[config.mk]
export PLATFORM = sky130hd
export DESIGN_NAME = gray_bin_seq
export DESIGN_NICKNAME = d
export VERILOG_FILES = /design/src/rtl/gray_bin_seq.sv
export SDC_FILE = /design/constraint.sdc
export NUM_CORES = 1
export LEC_CHECK = 0
export BUFFER_PORTS_ARGS = -buffer_cell sky130_fd_sc_hd__buf_4
export CORE_MARGIN = 1
export CORE_UTILIZATION = 44
export DETAILED_ROUTE_END_ITERATION = 8
export GPL_ROUTABILITY_DRIVEN = 0
export SETUP_SLACK_MARGIN = 0.15
export SLEW_MARGIN = 15
export SYNTH_ARGS = -nofsm -noshare
export SYNTH_HDL_FRONTEND = slang
export SYNTH_SLANG_ARGS = --single-unit
[constraint.sdc]
create_clock -name clk -period 4.4 [get_ports clk]
set_clock_uncertainty 0.05 [all_clocks]
set_input_delay 0.44 -clock clk [delete_from_list [all_inputs] [get_ports clk]]
set_output_delay 0.44 -clock clk [all_outputs]
set_load 0.02 [all_outputs]
[src/rtl/gray_bin_seq.sv]
// Serial Gray-to-binary decoder: accepts one word, resolves it MSB-first one bit per clock,
// checks it is a single Gray step from the last delivered word, and holds the result until taken.
module gray_bin_seq #(
    parameter int W = 4
) (
    input  logic         clk,
    input  logic         rst_n,
    input  logic         in_valid,
    output logic         in_ready,
    input  logic [W-1:0] g,
    output logic         out_valid,
    input  logic         out_ready,
    output logic [W-1:0] b,
    output logic         step_err,
    output logic         dir_up
);

    localparam int IW = (W > 2) ? $clog2(W) : 1;
    localparam logic [W-1:0]  B_ONE   = 1;
    localparam logic [IW-1:0] IDX_ONE = 1;
    localparam logic [IW-1:0] IDX_TOP = IW'(W - 1);

    typedef enum logic [1:0] {IDLE, CONV, DONE} state_t;

    state_t        state_q, state_d;
    logic [W-1:0]  g_q, g_d;
    logic [W-1:0]  b_q, b_d;
    logic [W-1:0]  prev_g_q, prev_g_d;
    logic [W-1:0]  prev_b_q, prev_b_d;
    logic [IW-1:0] idx_q, idx_d;
    logic          has_prev_q, has_prev_d;
    logic          step_err_q, step_err_d;
    logic          dir_up_q, dir_up_d;
    logic [W:0]    b_ext;

    // A zero above the MSB makes the top bit resolve to g itself, like every lower bit.
    assign b_ext = {1'b0, b_q};

    always_comb begin
        state_d    = state_q;
        g_d        = g_q;
        b_d        = b_q;
        prev_g_d   = prev_g_q;
        prev_b_d   = prev_b_q;
        idx_d      = idx_q;
        has_prev_d = has_prev_q;
        step_err_d = step_err_q;
        dir_up_d   = dir_up_q;
        case (state_q)
            IDLE: begin
                if (in_valid) begin
                    g_d     = g;
                    idx_d   = IDX_TOP;
                    state_d = CONV;
                end
            end
            CONV: begin
                for (int i = 0; i < W; i++) begin
                    if (idx_q == IW'(i)) begin
                        b_d[i] = b_ext[i+1] ^ g_q[i];
                    end
                end
                idx_d = idx_q - IDX_ONE;
                if (idx_q == '0) begin
                    state_d    = DONE;
                    step_err_d = has_prev_q && ($countones(g_q ^ prev_g_q) != 1);
                    dir_up_d   = has_prev_q && (b_d == prev_b_q + B_ONE);
                end
            end
            DONE: begin
                if (out_ready) begin
                    prev_g_d   = g_q;
                    prev_b_d   = b_q;
                    has_prev_d = 1'b1;
                    state_d    = IDLE;
                end
            end
            default: state_d = IDLE;
        endcase
    end

    always_ff @(posedge clk or negedge rst_n) begin
        if (!rst_n) begin
            state_q    <= IDLE;
            g_q        <= '0;
            b_q        <= '0;
            prev_g_q   <= '0;
            prev_b_q   <= '0;
            idx_q      <= '0;
            has_prev_q <= 1'b0;
            step_err_q <= 1'b0;
            dir_up_q   <= 1'b0;
        end else begin
            state_q    <= state_d;
            g_q        <= g_d;
            b_q        <= b_d;
            prev_g_q   <= prev_g_d;
            prev_b_q   <= prev_b_d;
            idx_q      <= idx_d;
            has_prev_q <= has_prev_d;
            step_err_q <= step_err_d;
            dir_up_q   <= dir_up_d;
        end
    end

    assign in_ready  = (state_q == IDLE);
    assign out_valid = (state_q == DONE);
    assign b         = b_q;
    assign step_err  = step_err_q;
    assign dir_up    = dir_up_q;

endmodule
Word level (Yosys, flattened, before mapping)
Index checks and enable logic that the tools add are counted.
{"block": "op_classes", "addsub": 5, "n_eq_ne": 10, "muxes": 14, "bitwise_logic": 4, "reduce_logical": 10}
{"cell": "two-way mux 1 bit", "count": 8}
{"cell": "two-way mux 2 bit", "count": 4}
{"cell": "AND reduction 2 bit", "count": 4}
{"cell": "== test 2 bit (second input constant)", "count": 3}
{"cell": "case mux 2 bit (3 select lines)", "count": 1}
{"cell": "adder 1 x 1 -> 2 bit", "count": 2}
{"cell": "adder 4 x 1 -> 4 bit (second input constant)", "count": 1}
{"cell": "== test 2 x 1 -> 1 bit (second input constant)", "count": 2}
{"cell": "== test 4 bit", "count": 1}
{"cell": "logical NOT 2 bit", "count": 2}
{"cell": "!= test 2 bit (second input constant)", "count": 2}
{"cell": "case mux 2 bit (2 select lines)", "count": 1}
{"cell": "XOR 4 bit", "count": 1}
{"cell": "adder 2 x 2 -> 3 bit", "count": 1}
{"cell": "!= test 3 x 1 -> 1 bit (second input constant)", "count": 1}
{"cell": "AND reduction 3 bit", "count": 1}
{"cell": "XOR 1 bit", "count": 3}
{"cell": "logical AND 1 bit", "count": 2}
{"cell": "!= test 2 x 1 -> 1 bit (second input constant)", "count": 1}
{"cell": "nonzero test 2 bit", "count": 1}
{"cell": "subtractor 2 x 1 -> 2 bit (second input constant)", "count": 1}
{"block": "totals", "register_bits": 23, "in_bits": 8, "output_inout_bits": 8, "elab_cells": 52}

Depth between registers and ports, before layout
Gate-level depths: netlist of run 1.
{"block": "logic_depth", "word_depth": 5, "ltp_mapped": 9, "depth_no_buf": 9}

Least setup slack after synthesis of run 1
OpenSTA, ideal clock, no wires.
{"block": "synth_timing", "path_kind": "register to register", "startpoint": "reg g_q[0]", "endpoint": "reg step_err_q (netlist: step_err)", "setup_ns": 0.128, "arrival_ns": 1.801, "t_required_ns": 4.222, "slack_ns": 2.421, "path_stages_with_launch": 10, "path_buffers": 0, "synth_period_minus_slack_ns": 1.979, "path_cell_list": "dfrtp_1 xnor2_1 fa_1 inv_1 ha_1 ha_1 nor2_1 nand2_1 nand2_1 o21ai_0"}
{"block": "synth_between", "elab_chain_cells": 5}
{"item": "from (decl)", "line": "26", "source": "logic [W-1:0] g_q, g_d;"}
{"item": "from (signal assigned)", "line": "95", "source": "g_q <= g_d;"}
{"item": "XOR 4 bit", "line": "66", "source": "step_err_d = has_prev_q && ($countones(g_q ^ prev_g_q) != 1);"}
{"item": "adder 1 x 1 -> 2 bit (not written as such)", "line": "66"}
{"item": "adder 2 x 2 -> 3 bit (not written as such)", "line": "66"}
{"item": "!= test 3 x 1 -> 1 bit", "line": "66"}
{"item": "logical AND 1 bit", "line": "66"}
{"item": "to (signal assigned)", "line": "101", "source": "step_err_q <= step_err_d;"}
{"item": "to (decl)", "line": "32", "source": "logic step_err_q, step_err_d;"}
No other way between the ends.
A chain may end at the register's enable or synchronous reset.

Final worst setup path of run 1
Ends and elaborated chain as after synthesis.

==> results.yml, run 1 <==
status:
  outcome: "finished clean"
finish:
  antenna_cells: 0
  regArea_um2: 576
  syn_to_final_growth_pct: 15.1
  n_fill_cell: 231
  layout.nets: 142
  multi_input_area_um2: 592
  drive_above_1_share_pct: 25.6
cts:
  cts.reportedPaths.clkPinSlew_ns: 0.13
  clock_path_buffers: 2
  cts_sinks: 23
  cts_resized: 0
  cts_hold_buffers: 1
  tritoncts: "yes"
  cts_setup_buffers: 0
  cts_buffers: 3
  clk_latency_ns: 0.30
  root_buffer: "clkbuf_4"
  htreeDepth: 1
synth:
  ys_seq_elements: 23
  synthMostInstantiatedCell: "dfrtp_1"
  synth.distinct_cells: 25
  synth-main-ff-cell: "dfrtp_1"
  synthArstFlopShare_pct: 100
  netlist_instances: 106
  synth_warnings: 0
  synth_edf_count: 0
  ys_top_cells_by_count: "dfrtp_1 (23), mux2_2 (13), nor2_1 (9)"
  synth.largest_area_cell: "dfrtp_1"
  synth_fp_nets: 122
  syn_area_per_cell_um2: 11.3
  synth_top_area_share_pct: 47.9
  synth-seq-area-share_pct: 47.9
  syn_area_mm2: 0.00120
  synth.area.top_cells: "dfrtp_1 (48%), mux2_2 (12%), ha_1 (7.3%)"
timing:
  holdWs_ns: 0.278
  rsz0062_at_grt: "no"
  worst_pin_slew_ns: 0.577
  min_period_over_period_pct: 46.7
  relSlewSlack_pct: 61.4
  fmax_mhz: 487
  min_period_ns: 2.05
  totalNegativeSetupSlack_ns: 0
  hold_viol: 0
  setup_viol: 0
  drv_slew: 0
  postLayoutSetupSlackWorst_ns: 2.35
route:
  drt_iter0_markers: 9
  post_drt_wl_per_cell_um: 13.5
  drt-pass1-iter-count: 3
  antenna_left: 0
  drcViolationCount: 0
  wirelength_mm: 2.09
  vias_per_cell: 5.21
  vias: 807
place:
  dpl.hpwl_mm: 1.61
  post-place-ws_ns: 2.34
  io_buffer_count: 15
global_routing:
  grt_pass1_vias: 718
  gr-total-overflow: 0
  grt_use_total_pct: 17.0
  antenna_found_initial: 0
  grt_max_degree: 24
  grt_pass1_wl_mm: 3.41
worst_setup_path:
  worst-setup-path-type: "reg2reg"
  cp.arrival_ns: 2.20
  r2r_start: "g_q[0]"
  critical_path_required_ns: 4.55
  cp-start-kind: "register"
  crit_start: "g_q[0]"
  end_kind: "register"
  path_max_fanout: 4
power:
  powerDensity_mw_per_mm2: 812
  ir_worst_vdd_mv: 0.531
  p_leak_nw: 0.674
  power_w: 0.00112
floorplanning:
  dieHeight_um: 54.3
  io_pins: 16
  rows: 18
  start_util_pct: 47.7
  core_mm2: 0.00252
  die-width_um: 54.3
  die-area_mm2: 0.00295
hold_path:
  hp-start: "out_ready"
  hold_class: "in2reg"
flow_run:
  max_cap_violations: 0
==> flip-flops by register name, summed over array words and instances, names as in the netlist <==
register and flops:
b 4, dir_up 1, g_q 4, has_prev_q 1
idx_q 2, prev_b_q 4, prev_g_q 4, state_q 2
step_err 1
==> cell usage in the layout, fill, tap and decap left out <==
cell	n
o211ai_1	2
a21oi_1	4
inv_1	8
nor2b_1	1
clkbuf_4	3
ha_1	7
nand2_1	8
dfrtp_1	23
xnor3_1	1
fa_1	1
xor2_1	2
nor2_1	9
or3b_1	1
dlygate4sd3_1	1
clkbuf_1	1
xnor2_1	7
nand3_1	2
mux2_2	13
o21ai_1	1
nand2b_1	4
mux2_4	1
a211o_1	2
o21ai_0	3
mux2i_1	1
buf_4	15
a31oi_1	2
and2_0	1
nand4_1	1
==> worst max-delay path, stage by stage (launching register included) <==
cell and delay [ns]:
dfrtp_1 0.44, xnor2_1 0.16, fa_1 0.53, inv_1 0.04, ha_1 0.18, ha_1 0.26
nor2_1 0.10, nand2_1 0.05, nand2_1 0.05, o21ai_0 0.06
==> worst paths after layout <==
path,slack (ns),to,depth (start not counted)
worst min register to register,0.46,step_err,2
worst max-delay path,2.35,step_err,9
max in group asynchronous,3.57,g_q[3],2
worst max register to register,2.35,step_err,9
worst min-delay path,0.28,state_q[1],2
min in group asynchronous,0.49,prev_b_q[1],2
==> power breakdown <==
group / total (W) / internal [W] / switching (W)
registers: 0.000415 / 0.000309 / 0.000105
clock network: 0.0000962 / 0.0000354 / 0.0000609
logic: 0.000613 / 0.000318 / 0.000294
==> per-stage QoR <==
step           cell area (µm²)  cells  util [%]
2_1_floorplan             1200    106         -
5_1_grt                   1380    155      54.9
4_1_cts                   1380    155      54.9
3_5_place_dp              1350    150      53.4
6_report                  1380    155      54.9
3_3_place_gp              1350    150      53.4
==> cell type report <==
cell class	instances	share of cell area, %
repair buffers	16	8.86
flip-flops and latches	23	41.6
multi-input cells	74	42.8
inverters	8	2.17
clock buffers	4	1.90
well taps	30	2.71
==> cell families after synthesis <==
kind of cell    count (synthesis)  share of synthesized area, %
simple gates                   27                          10.5
buf+inv                         9                          2.91
mux                            15                          14.3
xor+xnor                       10                          8.43
flops                          23                          47.9
fa+ha+maj                       8                          8.95
compound gates                 14                          7.07
==> layer usage <==
| layer | global-route usage [%] | wire, µm | vias up |
|---|---|---|---|
| met5 | 0 | 0 | - |
| met4 | 3.85 | 15 | 0 |
| met3 | 5.83 | 63 | 2 |
| met2 | 27.6 | 986 | 12 |
| met1 | 21.7 | 1020 | 395 |
| li1 | - | - | 398 |
Power figures use the tool's default switching activity.
==> inputs of run 2 (changes only) <==
Clock period 4.4 ns to 2 ns, I/O delays scaled along.
==> results.yml, run 2 (synthesized netlist as in run 1, its figures left out) <==
power:
  power_switching_w: 0.00117
  combPwrFrac_pct: 61.1
  power.share.switching_pct: 40.7
  powerDensity_mw_per_mm2: 1930
  ir_worst_vdd_mv: 1.05
  p_leak_nw: 0.729
  share_seq_of_total_power_pct: 31.1
  clkPwrFrac_pct: 7.8
  p_int_w: 0.00171
worst_setup_path:
  rr_worst_depth: 9
  crit_slowest_cell: "fa_1"
  reg2reg_slack_ns: 0.02
  crit_buf_inv: 1
  reg2reg_to: "step_err"
  critPathMaxStageDelay_ns: 0.54
  end_kind: "register"
  critical_path_required_ns: 2.21
  path_delay_family: "adder cells"
  worst-setup-path-type: "reg2reg"
  cp-start-kind: "register"
  path_max_fanout: 2
  r2r_start: "g_q[0]"
  cp.arrival_ns: 2.18
  path_cells: "xnor2_2 -> fa_1 -> inv_1 -> ha_2 -> ha_4 -> nor2_4 -> nand2_1 -> nand2_1 -> o21ai_1"
  cpMostUsedCell: "nand2_1"
timing:
  hold_viol: 0
  min_period_ns: 1.98
  postLayoutSetupSlackWorst_ns: 0.0246
  relSlewSlack_pct: 71.8
  rsz0062_at_grt: "yes"
  drv_slew: 0
  min_period_over_period_pct: 98.8
  worst_pin_slew_ns: 0.422
  setup_viol: 0
  fmax_mhz: 506
floorplanning:
  dieHeight_um: 54.3
  die-width_um: 54.3
  start_util_pct: 47.7
  rows: 18
  die-area_mm2: 0.00295
  core_mm2: 0.00252
  io_pins: 16
route:
  vias_per_cell: 5.04
  post_drt_wl_per_cell_um: 13.9
  drcViolationCount: 0
  drt-pass1-iter-count: 4
  wirelength_mm: 2.25
  antenna_left: 0
  drt_iter0_markers: 3
  vias: 817
global_routing:
  grt_pass1_vias: 782
  grt_use_total_pct: 18.2
  antenna_found_initial: 0
  grt_max_degree: 24
  gr-total-overflow: 0
  grt_pass1_wl_mm: 3.65
flow_run:
  max_cap_violations: 0
place:
  dpl.hpwl_mm: 1.67
  io_buffer_count: 15
  post-place-ws_ns: 0.00346
  post-place-cells: 155
  dpl_cell_area_mm2: 0.00140
finish:
  post-route-cell-area_mm2: 0.00149
  antenna_cells: 0
  layout_common_cells: "dfrtp_1 (23), buf_4 (21), mux2_2 (13)"
  final_util_pct: 59.1
  syn_to_final_growth_pct: 24.0
  final_common_cell: "dfrtp_1"
  instances_no_fill: 162
  drive_above_1_share_pct: 35.6
  layout.nets: 149
cts:
  cts_sinks: 23
  clock_path_buffers: 2
  tritoncts: "yes"
  cts.reportedPaths.clkPinSlew_ns: 0.13
  cts_buffers: 3
  htreeDepth: 1
  clk_latency_ns: 0.32
  root_buffer: "clkbuf_4"
hold_path:
  whs_endpoint: "g_q[2]"
  worstHoldPathCells: 2
  hold_class: "in2reg"
  hp-start: "g[2]"
status:
  outcome: "finished clean"
-- run 2: cell count changes in the layout (fill, tap and decap cells not counted), sizes merged --
cell	change
dlygate4sd3	+1
clkinv	+1
buf	+6
clkbuf	-1
-- run 2: repair_timing --
action,in CTS,in global routing
gates resized for setup,2,4
buffers inserted,1,0
endpoints found under the hold margin,24,0
hold buffers,2,0
pin swaps,6,4
setup endpoints to repair,2,2
-- run 2: how the worst max path moves through the flow --
stage | from | to | depth (start not counted)
final | g_q[0] | step_err | 9
after global routing | g_q[0] | step_err | 9
after CTS | g_q[0] | step_err | 9
after detailed placement | g_q[3] | step_err | 9
after global placement | prev_g_q[3] | step_err | 9
after floorplan | g_q[3] | step_err | 9
-- run 2: area by class of cell --
cell class              instances  area, µm²
fillers                       228       1030
multi-input cells              74        643
flip-flops and latches         23        576
repair buffers                 23        178
well taps                      30       37.5
inverters                       8       30.0
clock buffers                   3       22.5
clock inverters                 1       5.00
-- run 2: worst register-to-register path, delay by kind of cell, from the launching register on --
kind | cells | cell delay (ns)
xor gates and xnor gates | 1 | 0.16
buffers and inverters | 1 | 0.04
AOI/OAI and AO/OA | 1 | 0.10
DFF | 1 | 0.43
and+or+nand+nor | 3 | 0.12
adders and majority gates | 3 | 1.00
-- run 2: metrics by stage --
stage          hold WS (ns)  TNS, ns  total power [W]
6_report             0.0490        0          0.00288
3_5_place_dp         0.0690        0          0.00243
4_1_cts              0.0362        0          0.00276
5_1_grt              0.0385  -0.0657          0.00316
2_1_floorplan        -0.146        0          0.00198
3_3_place_gp         0.0607        0          0.00237
-- run 2: routing by layer --
metal	vias to the layer above	track usage [%]	routed length, µm
met3	5	2.50	58
met4	0	10.3	51
li1	411	-	-
met2	17	28.0	1000
met5	-	0	0
met1	384	24.5	1140
-- run 2: power by group through the flow --
| stage | Sequential [W] | Clock (W) | Combinational (W) |
|---|---|---|---|
| detailed placement | 0.000911 | 0 | 0.00152 |
| floorplan | 0.000948 | 0 | 0.00103 |
| global placement | 0.000898 | 0 | 0.00147 |
| finish | 0.000895 | 0.000225 | 0.00176 |
| global route | 0.000933 | 0.000251 | 0.00198 |
| CTS | 0.000895 | 0.000240 | 0.00163 |
==> inputs of run 3 (changes only) <==
Settings changed: CTS_BUF_LIST set to sky130_fd_sc_hd__clkbuf_2.
==> results.yml, run 3 (synthesized netlist as in run 1, its figures left out) <==
global_routing:
  grt_pass1_wl_mm: 3.69
  grt_use_total_pct: 18.2
  gr-total-overflow: 0
  grt_max_degree: 24
  antenna_found_initial: 0
  grt_pass1_vias: 798
worst_setup_path:
  cpMostUsedCell: "nand2_1"
  critical_path_required_ns: 2.25
  end_kind: "register"
  path_cells: "xnor2_2 -> fa_1 -> inv_1 -> ha_2 -> ha_4 -> nor2_2 -> nand2_1 -> nand2_1 -> o21ai_1"
  reg2reg_slack_ns: 0.03
  critPathMaxStageDelay_ns: 0.54
  path_delay_family: "adder cells"
  worst-setup-path-type: "reg2reg"
  path_max_fanout: 2
  cp-start-kind: "register"
  crit_buf_inv: 1
  cp.arrival_ns: 2.22
  crit_slowest_cell: "fa_1"
power:
  ir_worst_vdd_mv: 1.08
  power.share.switching_pct: 41.3
  p_int_w: 0.00161
  powerDensity_mw_per_mm2: 1810
  combPwrFrac_pct: 60.3
  clkPwrFrac_pct: 7.1
  p_leak_nw: 0.743
  power_w: 0.00275
  share_seq_of_total_power_pct: 32.6
  power_switching_w: 0.00113
timing:
  totalNegativeSetupSlack_ns: 0
  worst_pin_slew_ns: 0.423
  postLayoutSetupSlackWorst_ns: 0.0290
  min_period_over_period_pct: 98.5
  rsz0062_at_grt: "yes"
  setup_viol: 0
  min_period_ns: 1.97
  fmax_mhz: 507
  holdWs_ns: 0.0358
  hold_viol: 0
  drv_slew: 0
  relSlewSlack_pct: 71.8
hold_path:
  hold_class: "in2reg"
route:
  vias: 832
  post_drt_wl_per_cell_um: 13.6
  wirelength_mm: 2.26
  antenna_left: 0
  vias_per_cell: 5.01
  drt-pass1-iter-count: 4
  drt_iter0_markers: 4
  drcViolationCount: 0
floorplanning:
  dieHeight_um: 54.3
  core_mm2: 0.00252
  start_util_pct: 47.7
  rows: 18
  die-width_um: 54.3
  io_pins: 16
  die-area_mm2: 0.00295
cts:
  clock_path_buffers: 2
  clk_latency_ns: 0.35
  cts_buffers: 3
  cts_sinks: 23
  htreeDepth: 1
  root_buffer: "clkbuf_2"
  cts.reportedPaths.clkPinSlew_ns: 0.23
  tritoncts: "yes"
finish:
  drive_above_1_share_pct: 34.6
  final_common_cell: "dfrtp_1"
  antenna_cells: 0
  layout_common_cells: "dfrtp_1 (23), buf_4 (21), mux2_2 (13)"
  layout.nets: 153
  post-route-cell-area_mm2: 0.00152
  n_fill_cell: 224
  syn_to_final_growth_pct: 26.3
place:
  dpl.hpwl_mm: 1.67
  dpl_cell_area_mm2: 0.00140
  io_buffer_count: 15
  post-place-ws_ns: 0.00346
flow_run:
  max_cap_violations: 0
status:
  outcome: "finished clean"
run 3: cell types whose count changed in the layout (fill, tap and decap cells not counted):
| cell | before | now |
|---|---|---|
| clkbuf_2 | 0 | 3 |
| nor2_4 | 1 | 0 |
| nor2_2 | 0 | 1 |
| clkbuf_4 | 3 | 0 |
| dlygate4sd3_1 | 2 | 6 |
run 3: layer usage:
| layer | track usage [%] | share of wire, % | routed length [µm] | vias to the layer above |
|---|---|---|---|---|
| met2 | 28.0 | 44 | 985 | 24 |
| met1 | 25.0 | 51 | 1160 | 384 |
| met5 | 0 | 0 | 0 | - |
| li1 | - | - | - | 419 |
| met3 | 2.50 | 3.0 | 68 | 5 |
| met4 | 8.97 | 1.9 | 43 | 0 |
run 3: worst reg2reg max path: stages (launching register included):
cell     delay, ns
dfrtp_1       0.46
xnor2_2       0.16
fa_1          0.54
inv_1         0.04
ha_2          0.19
ha_4          0.26
nor2_2        0.03
nand2_1       0.05
nand2_1       0.04
o21ai_1       0.10
run 3: area by class of cell:
| cell class | instances | area [µm²] | share of cell area (%) |
|---|---|---|---|
| clock inverters | 1 | 5.00 | 0.329 |
| flip-flops and latches | 23 | 576 | 37.9 |
| well taps | 30 | 37.5 | 2.47 |
| inverters | 8 | 30.0 | 1.98 |
| multi-input cells | 74 | 638 | 42.0 |
| clock buffers | 3 | 15.0 | 0.988 |
| repair buffers | 27 | 218 | 14.3 |
run 3: through the flow:
stage / std cells / utilization, %
6_report: 166 / 60.2
2_1_floorplan: 106 / -
4_1_cts: 164 / 58.9
3_5_place_dp: 155 / 55.6
5_1_grt: 166 / 60.2
3_3_place_gp: 155 / 55.6
run 3: worst paths after layout:
check,start,endpoint,cells past startpoint
min,in_valid,state_q[0],3
min in group asynchronous,rst_n,b[1],2
max in group asynchronous,rst_n,prev_g_q[2],2
max reg2reg,g_q[0],step_err,9
min reg2reg,dir_up,dir_up,2
max,g_q[0],step_err,9
run 3: power by group through the flow:
stage	Sequential [W]	Clock, W	Combinational [W]
after detailed placement	0.000911	0	0.00152
after CTS	0.000895	0.000206	0.00163
after floorplan	0.000948	0	0.00103
final	0.000895	0.000196	0.00166
after global routing	0.000931	0.000221	0.00188
after global placement	0.000898	0	0.00147
run 3: timing repair:
action	4_1_cts	5_1_grt
hold buffers	4	2
endpoints found under the hold margin	26	2
buffers inserted	1	0
pin swaps	6	4
resized for setup	2	3
endpoints found under the setup margin	2	2
